===== src/rtl/lcd_bus_arb.sv =====
`default_nettype none
// ============================================================================
// Module  : lcd_bus_arb
// Brief   : Round-robin packet arbiter and WR-strobe sequencer for a shared
//           8-bit 8080-style LCD write bus.
// Rev     : 1.0
// ============================================================================
module lcd_bus_arb #(
    parameter int N_REQ   = 3,
    parameter int WR_LOW  = 1,
    parameter int WR_HIGH = 1,
    parameter int GAP_MAX = 255
) (
    input  logic                 i_clk,
    input  logic                 i_res,
    input  logic [N_REQ-1:0]     i_valid,
    input  logic [8*N_REQ-1:0]   i_data,
    input  logic [N_REQ-1:0]     i_dc,
    input  logic [N_REQ-1:0]     i_last,
    output logic [N_REQ-1:0]     o_ready,
    output logic [N_REQ-1:0]     o_grant,
    output logic [7:0]           o_lcd_data,
    output logic                 o_lcd_wr,
    output logic                 o_lcd_dc,
    output logic                 o_busy,
    output logic                 o_err
);

    localparam int c_IDX_W  = $clog2(N_REQ);
    localparam int c_PH_MAX = (WR_LOW > WR_HIGH) ? WR_LOW : WR_HIGH;
    localparam int c_PH_W   = $clog2(c_PH_MAX + 1);
    localparam int c_GAP_W  = $clog2(GAP_MAX + 1);

    typedef enum logic [1:0] {
        S_IDLE = 2'd0,
        S_LOAD = 2'd1,
        S_LOW  = 2'd2,
        S_HIGH = 2'd3
    } state_t;

    state_t               r_state;
    logic [N_REQ-1:0]     r_grant;
    logic [c_IDX_W-1:0]   r_gidx;
    logic [c_IDX_W-1:0]   r_ptr;
    logic                 r_last;
    logic [c_PH_W-1:0]    r_ph;
    logic [c_GAP_W-1:0]   r_gap;
    logic [7:0]           r_lcd_data;
    logic                 r_lcd_wr;
    logic                 r_lcd_dc;
    logic                 r_busy;
    logic                 r_err;

    logic                 w_sel_valid;
    logic [7:0]           w_sel_data;
    logic                 w_sel_dc;
    logic                 w_sel_last;
    logic                 w_found;
    logic [c_IDX_W-1:0]   w_pick;
    logic [c_IDX_W:0]     w_sum;
    logic [N_REQ-1:0]     w_pick_oh;
    logic [c_IDX_W-1:0]   w_ptr_next;

    // Mux the granted requester's byte lane
    always_comb begin
        w_sel_valid = 1'b0;
        w_sel_data  = 8'h00;
        w_sel_dc    = 1'b0;
        w_sel_last  = 1'b0;
        for (int k = 0; k < N_REQ; k++) begin
            if (r_gidx == c_IDX_W'(k)) begin
                w_sel_valid = i_valid[k];
                w_sel_data  = i_data[8*k +: 8];
                w_sel_dc    = i_dc[k];
                w_sel_last  = i_last[k];
            end
        end
    end

    // First valid requester at or above the pointer, wrapping modulo N_REQ
    always_comb begin
        w_found = 1'b0;
        w_pick  = '0;
        w_sum   = '0;
        for (int i = 0; i < N_REQ; i++) begin
            w_sum = {1'b0, r_ptr} + (c_IDX_W+1)'(i);
            if (w_sum >= (c_IDX_W+1)'(N_REQ)) begin
                w_sum = w_sum - (c_IDX_W+1)'(N_REQ);
            end
            if (!w_found && i_valid[w_sum[c_IDX_W-1:0]]) begin
                w_found = 1'b1;
                w_pick  = w_sum[c_IDX_W-1:0];
            end
        end
    end

    assign w_pick_oh  = {{(N_REQ-1){1'b0}}, 1'b1} << w_pick;
    assign w_ptr_next = (r_gidx == c_IDX_W'(N_REQ-1)) ? '0 : r_gidx + 1'b1;

    always_ff @(posedge i_clk) begin
        if (i_res) begin
            r_state    <= S_IDLE;
            r_grant    <= '0;
            r_gidx     <= '0;
            r_ptr      <= '0;
            r_last     <= 1'b0;
            r_ph       <= '0;
            r_gap      <= '0;
            r_lcd_data <= 8'h00;
            r_lcd_wr   <= 1'b1;
            r_lcd_dc   <= 1'b0;
            r_busy     <= 1'b0;
            r_err      <= 1'b0;
        end else begin
            r_err <= 1'b0;
            case (r_state)
                S_IDLE: begin
                    if (w_found) begin
                        r_grant <= w_pick_oh;
                        r_gidx  <= w_pick;
                        r_gap   <= '0;
                        r_busy  <= 1'b1;
                        r_state <= S_LOAD;
                    end
                end
                S_LOAD: begin
                    if (w_sel_valid) begin
                        r_lcd_data <= w_sel_data;
                        r_lcd_dc   <= w_sel_dc;
                        r_last     <= w_sel_last;
                        r_gap      <= '0;
                        r_ph       <= '0;
                        r_lcd_wr   <= 1'b0;
                        r_state    <= S_LOW;
                    end else if (r_gap == c_GAP_W'(GAP_MAX-1)) begin
                        // Owner stalled too long mid-packet: revoke and move on
                        r_err   <= 1'b1;
                        r_grant <= '0;
                        r_ptr   <= w_ptr_next;
                        r_busy  <= 1'b0;
                        r_state <= S_IDLE;
                    end else begin
                        r_gap <= r_gap + 1'b1;
                    end
                end
                S_LOW: begin
                    if (r_ph == c_PH_W'(WR_LOW-1)) begin
                        r_ph     <= '0;
                        r_lcd_wr <= 1'b1;
                        r_state  <= S_HIGH;
                    end else begin
                        r_ph <= r_ph + 1'b1;
                    end
                end
                S_HIGH: begin
                    if (r_ph == c_PH_W'(WR_HIGH-1)) begin
                        r_ph <= '0;
                        if (r_last) begin
                            r_ptr   <= w_ptr_next;
                            r_grant <= '0;
                            r_busy  <= 1'b0;
                            r_state <= S_IDLE;
                        end else begin
                            r_state <= S_LOAD;
                        end
                    end else begin
                        r_ph <= r_ph + 1'b1;
                    end
                end
                default: r_state <= S_IDLE;
            endcase
        end
    end

    assign o_ready    = (r_state == S_LOAD) ? (r_grant & i_valid) : '0;
    assign o_grant    = r_grant;
    assign o_lcd_data = r_lcd_data;
    assign o_lcd_wr   = r_lcd_wr;
    assign o_lcd_dc   = r_lcd_dc;
    assign o_busy     = r_busy;
    assign o_err      = r_err;

endmodule
`default_nettype wire


===== config.mk =====
export PLATFORM = sky130hd
export DESIGN_NAME = lcd_bus_arb
export DESIGN_NICKNAME = d
export VERILOG_FILES = /design/src/rtl/lcd_bus_arb.sv
export SDC_FILE = /design/constraint.sdc
export NUM_CORES = 1
export LEC_CHECK = 0
export ABC_AREA = 1
export CELL_PAD_IN_SITES_DETAIL_PLACEMENT = 2
export CELL_PAD_IN_SITES_GLOBAL_PLACEMENT = 2
export CORE_MARGIN = 5
export CORE_UTILIZATION = 26
export CTS_CLUSTER_DIAMETER = 60
export DETAILED_ROUTE_END_ITERATION = 10
export PLACE_DENSITY = 0.92
export SLEW_MARGIN = 10
export SYNTH_ARGS = -nofsm -noshare
export SYNTH_HDL_FRONTEND = slang
export SYNTH_SLANG_ARGS = --single-unit

===== constraint.sdc =====
create_clock -name i_clk -period 2.85 [get_ports i_clk]
set_input_delay 0.57 -clock i_clk [delete_from_list [all_inputs] [get_ports i_clk]]
set_output_delay 0.57 -clock i_clk [all_outputs]
set_load 0.02 [all_outputs]

==> results of run 1 <==
power groups by stage:
stage | Combinational, mW | Sequential, mW | Clock (mW)
3_5_place_dp | 0.953 | 0.591 | 0
2_1_floorplan | 0.516 | 0.649 | 0
5_1_grt | 1.05 | 0.599 | 0.445
3_3_place_gp | 0.915 | 0.585 | 0
6_report | 0.950 | 0.583 | 0.416
4_1_cts | 0.967 | 0.585 | 0.427
per-layer routing:
metal	GRT usage, %	up-vias
met4	4.455	0
met1	17.95	998
met2	28.88	53
met3	5.118	6
li1	-	994
met5	0	-
flip-flops by register name, summed over array words and instances (netlist names), 2 cells and up, named ones only:
signal	flops
o_lcd_data	8
r_gap	8
r_gidx	2
r_ptr	2
o_grant	3
per-stage QoR:
step                      power, mW  instances
after floorplan               1.165        269
after global placement        1.499        399
after detailed placement      1.544        399
after CTS                     1.980        407
after global routing          2.095        407
final                         1.949        407
cell families (layout without fill, tap and decap cells):
logic type	count (synthesis)	count (layout)	share of synthesized area, %
adders and majority gates	6	6	4.234
AOI/OAI and AO/OA	43	43	14.26
xor gates and xnor gates	3	3	1.482
and+or+nand+nor	151	151	38.04
DFF	30	30	33.87
buffers and inverters	36	94	8.115
path summary, 6_finish.rpt:
check,from,to,slack (ns),cells after the start
worst min-delay path,o_busy,o_busy,0.48,2
worst max-delay path,i_valid[0],o_ready[0],0.37,4
worst max register to register,r_ptr[0],r_gap[2],0.87,10
worst min register to register,o_busy,o_busy,0.48,2
synth_stat cells:
cell / n / area (µm²)
dfxtp_1: 30 / 600.6
nor2_2: 4 / 25.02
nand3_1: 24 / 120.1
nor2_4: 1 / 11.26
ha_1: 6 / 75.07
xor2_1: 2 / 17.52
nor2_1: 24 / 90.09
nand3_2: 1 / 10.01
nand2_2: 5 / 31.28
o21ai_0: 6 / 30.03
nand4_4: 1 / 21.27
buf_2: 1 / 5.000
buf_6: 1 / 11.26
nand4_1: 4 / 25.02
o21ai_1: 10 / 50.05
nand2_1: 81 / 304.0
a41oi_1: 10 / 87.58
inv_1: 24 / 90.09
nor3_1: 5 / 25.02
clkbuf_1: 6 / 22.52
nand2_4: 1 / 11.26
a21oi_1: 17 / 85.08
xnor2_1: 1 / 8.760
inv_2: 4 / 15.01
tightest hold or removal path, stage by stage (launching register included):
cell	delay (ns)
dfxtp_1	0.31
nand2_1	0.06
a21oi_1	0.06
cell type report:
class | count | area (µm²) | share of cell area (%)
Tap cell | 80 | 100.1 | 3.988
Sequential cell | 30 | 600.6 | 23.93
Clock buffer | 8 | 110.1 | 4.387
Inverter | 28 | 105.1 | 4.187
Multi-Input combinational cell | 203 | 1028 | 40.98
Timing Repair Buffer | 58 | 565.5 | 22.53
==> impl_metrics.py, run 1 <==
metrics = {
    "detailed_routing": {
        "drc": 0,
        "wirelength_mm": 6.527,
        "avgViaCountPerCell": 5.039,
        "detail_route.wl_per_cell_um": 16.04,
        "met2_wirelength_mm": 3.246,
        "wl_met1_mm": 2.748,
        "vias": 2051,
        "routed.top_layer": "met4",
        "dr.pass1.iters": 2,
        "routed-wl-met3_um": 461,
        "drt_iter0_drc": 42,
        "ant_nets": 0,
    },
    "timing": {
        "report.final.hold_viol_count": 0,
        "fmax_ghz": 0.4028,
        "finClkSkew_ns": 0.01052,
        "post-route-period-util_pct": 87.11,
        "rsz0062_at_grt": "false",
        "setup_viol": 0,
        "fin_tns_setup_ns": 0,
        "finalCriticalPeriod_ns": 2.482,
        "relSlewSlack_pct": 74.06,
        "layout_setup_ws_ns": 0.3675,
        "worstMarginPinSlew_ns": 0.3879,
        "maxSlewViolCount": 0,
        "hold-worst-slack_ns": 0.4795,
    },
    "clock_tree": {
        "cts.sinks": 30,
        "htree_levels": 2,
        "post-cts-setup-buffers": 0,
        "insertion_delay_ns": 0.29,
        "cts-root-buf": "clkbuf_8",
        "cts_buffer_depth": 2,
        "cts_resized": 0,
        "cts_tree": "yes",
        "numCtsBuffers": 5,
        "postCtsHoldBufs": 0,
        "path_clk_slew_ns": 0.06,
    },
    "worst_setup_path": {
        "crit_chain": "clkdlybuf4s50_1 -> nand2_1 -> nor2_1 -> clkdlybuf4s50_1",
        "cp_slowest_cell": "clkdlybuf4s50_1",
        "worstSetupPathType": "in -> out",
        "crit_arrival_ns": 1.91,
        "cp_max_fo": 5,
        "crit_required_ns": 2.28,
        "startpoint_type": "input pin",
        "cp_common_cell": "clkdlybuf4s50_1",
        "critPathBufInv": 2,
        "critPathTopFamily": "buffers and inverters",
        "critPathMaxStageDelay_ns": 0.62,
        "crit_path_end_kind": "output pin",
    },
    "place": {
        "post_dp_cell_area_mm2": 0.002400,
        "place_congestion": 0.7984,
        "dp_slack_ns": 0.3447,
        "numPortBuffers": 52,
        "hpwl_mm": 5.093,
    },
    "floorplanning": {
        "die_h_um": 92.58,
        "rows": 30,
        "fp.dieW_um": 92.58,
        "pin_count": 53,
        "die-area_mm2": 0.008570,
        "start_util_pct": 26.39,
        "fp.coreArea_mm2": 0.006719,
    },
    "outcome": {
        "status": "finished clean",
    },
    "layout": {
        "post-route-util_pct": 37.36,
        "fill_cells": 800,
        "final_common_cell": "nand2_1",
        "drive_above_1_share_pct": 9.480,
        "nets": 367,
        "layout_common_cells": "81 x nand2_1, 52 x clkdlybuf4s50_1, 30 x dfxtp_1",
        "area_delta_synth_final_pct": 41.57,
        "stdcell_area_mm2": 0.002510,
        "n_antenna_cell": 0,
    },
    "synth": {
        "syn_area_mm2": 0.001773,
        "synth_warnings": 0,
        "synth-seq-cells": 30,
        "synthesis.instances": 269,
        "yosysSeqAreaShare_pct": 33.87,
        "syn-mean-instance-area_um2": 6.591,
        "synthesis.nets": 310,
        "ys_types": 24,
    },
    "power": {
        "switchingPower_mw": 0.8452,
        "p_per_area_mw_per_mm2": 776.5,
        "pwr-share-seq_pct": 29.9,
        "power_leakage_nw": 1.006,
        "vdd_ir_drop_max_mv": 0.2565,
        "switching_share_pct": 43.37,
        "clkPwrFrac_pct": 21.3,
        "power.share.combinational_pct": 48.7,
        "internal-power_mw": 1.104,
    },
    "grt": {
        "track_usage_pct": 16.01,
        "antenna_found_initial": 0,
        "grt_max_degree": 21,
        "gr-total-overflow": 0,
        "grt_pass1_vias": 2229,
        "grt_pass1_wl_mm": 10.78,
    },
    "run": {
        "maxCapViolations": 0,
    },
    "hold_path": {
        "hp-class": "reg -> reg",
    },
}
Power figures use the tool's default switching activity.
==> inputs of run 2 (changes only) <==
CORE_ASPECT_RATIO = 0.8   (was default)
==> run 2 against run 1 <==
Compared with the run above: sequential power about the same; die area increased by 0.13%; first-iteration DRC count increased by 93%; via count decreased by 1.3%; final area decreased by 1.1%; clock skew decreased by 0.0059 ns; routed wire length decreased by 1.1%; clock power decreased by 12%; non-clock buffer count decreased by 2; global-route usage increased by 0.12 points; sequential share of layout area increased by 0.28 points.
==> impl_metrics.py, run 2 (same netlist as run 1, synthesis figures left out) <==
metrics = {
    "place": {
        "place_congestion": 0.8268,
        "numPortBuffers": 52,
        "post_dp_cell_area_mm2": 0.002390,
        "hpwl_mm": 5.069,
    },
    "detailed_routing": {
        "routed-wl-met3_um": 452,
        "drc": 0,
        "avgViaCountPerCell": 4.951,
        "ant_nets": 0,
        "dr.pass1.iters": 4,
        "met2_wirelength_mm": 2.897,
        "wl_met1_mm": 3.034,
        "drt_iter0_drc": 81,
        "wirelength_mm": 6.457,
        "routed.top_layer": "met4",
        "vias": 2025,
        "detail_route.wl_per_cell_um": 15.79,
    },
    "worst_setup_path": {
        "reg2reg_slack_ns": 0.82,
        "cp_max_fo": 5,
        "critPathMaxStageDelay_ns": 0.61,
        "crit_required_ns": 2.28,
        "crit_arrival_ns": 1.95,
        "worstSetupPathType": "in -> out",
        "startpoint_type": "input pin",
        "critPathBufInv": 2,
        "startpoint": "i_valid[2]",
        "critPathTopFamily": "buffers and inverters",
        "crit_chain": "clkdlybuf4s50_1 -> nand2_1 -> nor2_1 -> clkdlybuf4s50_1",
        "cp_common_cell": "clkdlybuf4s50_1",
        "rr_startpoint": "r_ptr[0]",
        "cp.depth": 4,
        "r2r-end": "o_grant[1]",
        "ff2ff_path_depth": 11,
        "crit_path_end_kind": "output pin",
        "cp_slowest_cell": "clkdlybuf4s50_1",
    },
    "floorplanning": {
        "pin_count": 53,
        "fp.coreArea_mm2": 0.006506,
        "die_h_um": 83.86,
        "die-area_mm2": 0.008581,
        "rows": 26,
        "fp.dieW_um": 102.3,
        "start_util_pct": 27.25,
    },
    "grt": {
        "grt_pass1_wl_mm": 11.11,
        "grt_pass1_vias": 2232,
        "track_usage_pct": 16.13,
        "grt_max_degree": 21,
        "antenna_found_initial": 0,
        "gr-total-overflow": 0,
    },
    "power": {
        "p_per_area_mw_per_mm2": 769.1,
        "clkPwrFrac_pct": 19.2,
        "vdd_ir_drop_max_mv": 0.2510,
        "switching_share_pct": 44.85,
        "power_leakage_nw": 0.9875,
        "power.share.combinational_pct": 50.1,
        "switchingPower_mw": 0.8559,
        "pwr-share-seq_pct": 30.7,
        "internal-power_mw": 1.052,
    },
    "timing": {
        "post-route-period-util_pct": 88.36,
        "relSlewSlack_pct": 67.66,
        "rsz0062_at_grt": "false",
        "finClkSkew_ns": 0.004649,
        "fin_tns_setup_ns": 0,
        "finalCriticalPeriod_ns": 2.518,
        "setup_viol": 0,
        "maxSlewViolCount": 0,
        "report.final.hold_viol_count": 0,
        "worstMarginPinSlew_ns": 0.4836,
        "fmax_ghz": 0.3971,
    },
    "layout": {
        "stdcell_area_mm2": 0.002481,
        "n_antenna_cell": 0,
        "final_common_cell": "nand2_1",
        "area_delta_synth_final_pct": 39.94,
        "nets": 365,
        "drive_above_1_share_pct": 8.615,
        "layout_common_cells": "81 x nand2_1, 52 x clkdlybuf4s50_1, 30 x dfxtp_1",
    },
    "clock_tree": {
        "cts-root-buf": "clkbuf_8",
        "cts_buffer_depth": 2,
        "numCtsBuffers": 5,
        "insertion_delay_ns": 0.29,
        "path_clk_slew_ns": 0.07,
        "cts.sinks": 30,
        "postCtsHoldBufs": 0,
        "cts_resized": 0,
        "cts_tree": "yes",
        "htree_levels": 2,
        "post-cts-setup-buffers": 0,
    },
    "run": {
        "maxCapViolations": 0,
    },
    "hold_path": {
        "hp-start": "o_busy",
        "hp-class": "reg -> reg",
        "worstHoldEndpoint": "o_busy",
        "holdPathStages": 2,
    },
    "outcome": {
        "status": "finished clean",
    },
}
==> run 2: changes by cell type in the layout (fill, tap and decap cells not counted), sizes merged <==
| cell | before | now |
|---|---|---|
| buf | 6 | 4 |
| clkinv | 0 | 1 |
| clkbuf | 8 | 7 |
==> run 2: worst min-delay path: cells and delay by family, from the launching register on <==
family             cells  cell delay [ns]
AOI/OAI and AO/OA      1             0.05
DFF                    1             0.32
and+or+nand+nor        1             0.06
==> run 2: how the worst max path moves through the flow <==
stage / slack, ns / to
2_1_floorplan: 1.27 / o_grant[1]
3_3_place_gp: 0.35 / o_ready[2]
3_5_place_dp: 0.33 / o_ready[2]
4_1_cts: 0.32 / o_ready[2]
5_1_grt: 0.18 / o_ready[0]
6_report: 0.33 / o_ready[2]
==> run 2: final cells by class <==
type                    count  area (µm²)
well taps                  84       105.1
repair buffers             56       550.5
fillers                   784        4025
multi-input cells         203        1028
clock inverters             1       5.005
flip-flops and latches     30       600.6
clock buffers               7       86.33
inverters                  28       105.1
==> run 2: per-layer routing <==
metal	vias up	global-route usage, %
met5	-	0
met4	0	3.933
met3	9	5.514
met2	50	25.72
met1	976	20.76
li1	990	-
==> run 2: metrics by stage <==
step / setup slack, ns / utilization (%) / power (mW) / cells / hold slack, ns
detailed placement: 0.3278 / 36.73 / 1.547 / 401 / 0.4685
floorplan: 1.270 / - / 1.165 / 269 / 0.4527
global route: 0.1801 / 38.13 / 2.064 / 409 / 0.5133
finish: 0.3317 / 38.13 / 1.908 / 409 / 0.4787
CTS: 0.3174 / 38.13 / 1.938 / 409 / 0.4796
global placement: 0.3542 / 36.73 / 1.500 / 401 / 0.4506
==> run 2: power groups by stage <==
stage / registers [mW] / logic, mW / clock network, mW
floorplan: 0.649 / 0.516 / 0
global placement: 0.586 / 0.914 / 0
detailed placement: 0.594 / 0.953 / 0
CTS: 0.589 / 0.971 / 0.378
global route: 0.602 / 1.07 / 0.397
finish: 0.586 / 0.956 / 0.366
==> inputs of run 3 (changes only) <==
PLACE_DENSITY = default   (was 0.92)
PLACE_DENSITY_LB_ADDON = 0.12   (was default)
==> run 3 against run 2 <==
Compared with the run above: clock power grew 2%; total power shrank 0.33%; largest cell class unchanged; critical path type unchanged; first-iteration DRC count shrank 56%; maximum frequency grew 0.67%; final area grew 0.60%; via count shrank 0.20%; die area is the same; setup slack gained 0.017 ns; clock-buffer cell count is the same; sequential cell count is the same; register-to-register slack gained 0.04 ns.
==> impl_metrics.py, run 3 (same netlist as run 1, synthesis figures left out) <==
metrics = {
    "outcome": {
        "status": "finished clean",
    },
    "detailed_routing": {
        "drc": 0,
        "drt_iter0_drc": 36,
        "vias": 2021,
        "detail_route.wl_per_cell_um": 15.98,
        "wirelength_mm": 6.566,
        "ant_nets": 0,
        "avgViaCountPerCell": 4.917,
        "dr.pass1.iters": 4,
    },
    "grt": {
        "grt_pass1_wl_mm": 10.77,
        "track_usage_pct": 16.09,
        "antenna_found_initial": 0,
        "gr-total-overflow": 0,
        "grt_max_degree": 21,
        "grt_pass1_vias": 2134,
    },
    "timing": {
        "setup_viol": 0,
        "worstMarginPinSlew_ns": 0.4050,
        "post-route-period-util_pct": 87.78,
        "rsz0062_at_grt": "false",
        "finClkSkew_ns": 0.003932,
        "maxSlewViolCount": 0,
        "report.final.hold_viol_count": 0,
        "fin_tns_setup_ns": 0,
        "finalCriticalPeriod_ns": 2.502,
        "fmax_ghz": 0.3997,
        "relSlewSlack_pct": 72.92,
    },
    "layout": {
        "final_common_cell": "nand2_1",
        "nets": 367,
        "layout_common_cells": "81 x nand2_1, 52 x clkdlybuf4s50_1, 30 x dfxtp_1",
        "seqCellArea_um2": 600.6,
        "area_delta_synth_final_pct": 40.79,
        "fill_cells": 797,
        "n_antenna_cell": 0,
        "stdcell_count": 411,
        "drive_above_1_share_pct": 9.174,
        "multi_input_area_mm2": 0.001028,
    },
    "place": {
        "place_inst": 403,
        "place_congestion": 0.7966,
        "hpwl_mm": 5.117,
        "numPortBuffers": 52,
    },
    "clock_tree": {
        "numCtsBuffers": 5,
        "cts.sinks": 30,
        "cts-root-buf": "clkbuf_8",
        "path_clk_slew_ns": 0.07,
        "postCtsHoldBufs": 0,
        "htree_levels": 2,
        "cts_buffer_depth": 2,
        "cts_tree": "yes",
        "cts_resized": 0,
        "post-cts-setup-buffers": 0,
        "insertion_delay_ns": 0.29,
    },
    "worst_setup_path": {
        "cp_slowest_cell": "clkdlybuf4s50_1",
        "crit_path_end_kind": "output pin",
        "crit_chain": "clkdlybuf4s50_1 -> nand2_1 -> nor2_1 -> clkdlybuf4s50_1",
        "cp_common_cell": "clkdlybuf4s50_1",
        "crit_arrival_ns": 1.93,
        "worstSetupPathType": "in -> out",
        "critPathMaxStageDelay_ns": 0.61,
        "crit_required_ns": 2.28,
        "startpoint_type": "input pin",
        "cp_max_fo": 5,
    },
    "floorplanning": {
        "fp.dieW_um": 102.3,
        "pin_count": 53,
        "die_h_um": 83.86,
        "die-area_mm2": 0.008581,
        "rows": 26,
        "fp.coreArea_mm2": 0.006506,
        "start_util_pct": 27.25,
    },
    "run": {
        "maxCapViolations": 0,
    },
    "power": {
        "power_leakage_nw": 0.9971,
        "fin_total_pwr_mw": 1.902,
        "vdd_ir_drop_max_mv": 0.2586,
        "p_per_area_mw_per_mm2": 762.0,
    },
    "hold_path": {
        "hp-class": "reg -> reg",
    },
}
[run 3: worst paths after layout]
check	from	end	slack (ns)	cells past startpoint
worst max-delay path	i_valid[2]	o_ready[2]	0.35	4
worst min-delay path	o_busy	o_busy	0.48	2
worst max register to register	r_ptr[0]	r_gap[1]	0.86	10
worst min register to register	o_busy	o_busy	0.48	2
[run 3: routing by layer]
layer	global-route usage, %	share of wire (%)	vias up
li1	-	-	998
met1	22.58	52	973
met2	23.95	43	42
met3	4.010	4.4	8
met4	5.006	0.84	0
met5	0	0	-
[run 3: cell type report]
type	count	share of cell area, %
clock buffer	7	3.459
clock inverter	1	0.2005
inverter	28	4.211
multi-input combinational	203	41.20
sequential	30	24.06
tap	84	4.211
timing repair buffer	58	22.66
[run 3: where the power goes]
group / switching [mW] / internal (mW)
Clock: 0.177 / 0.195
Combinational: 0.600 / 0.348
Sequential: 0.0703 / 0.512
[run 3: per-stage QoR]
stage / util [%] / area [µm²] / hold slack [ns] / setup slack [ns]
after floorplan: - / 1773 / 0.4527 / 1.270
after global placement: 36.96 / 2405 / 0.4616 / 0.3752
after detailed placement: 36.96 / 2405 / 0.4696 / 0.3412
after CTS: 38.37 / 2496 / 0.4878 / 0.3374
after global routing: 38.37 / 2496 / 0.5117 / 0.2158
final: 38.37 / 2496 / 0.4848 / 0.3484
[run 3: critical path, delay by kind of cell]
| family | cells | cell delay (ns) |
|---|---|---|
| and+or+nand+nor | 2 | 0.19 |
| buffers and inverters | 2 | 1.18 |
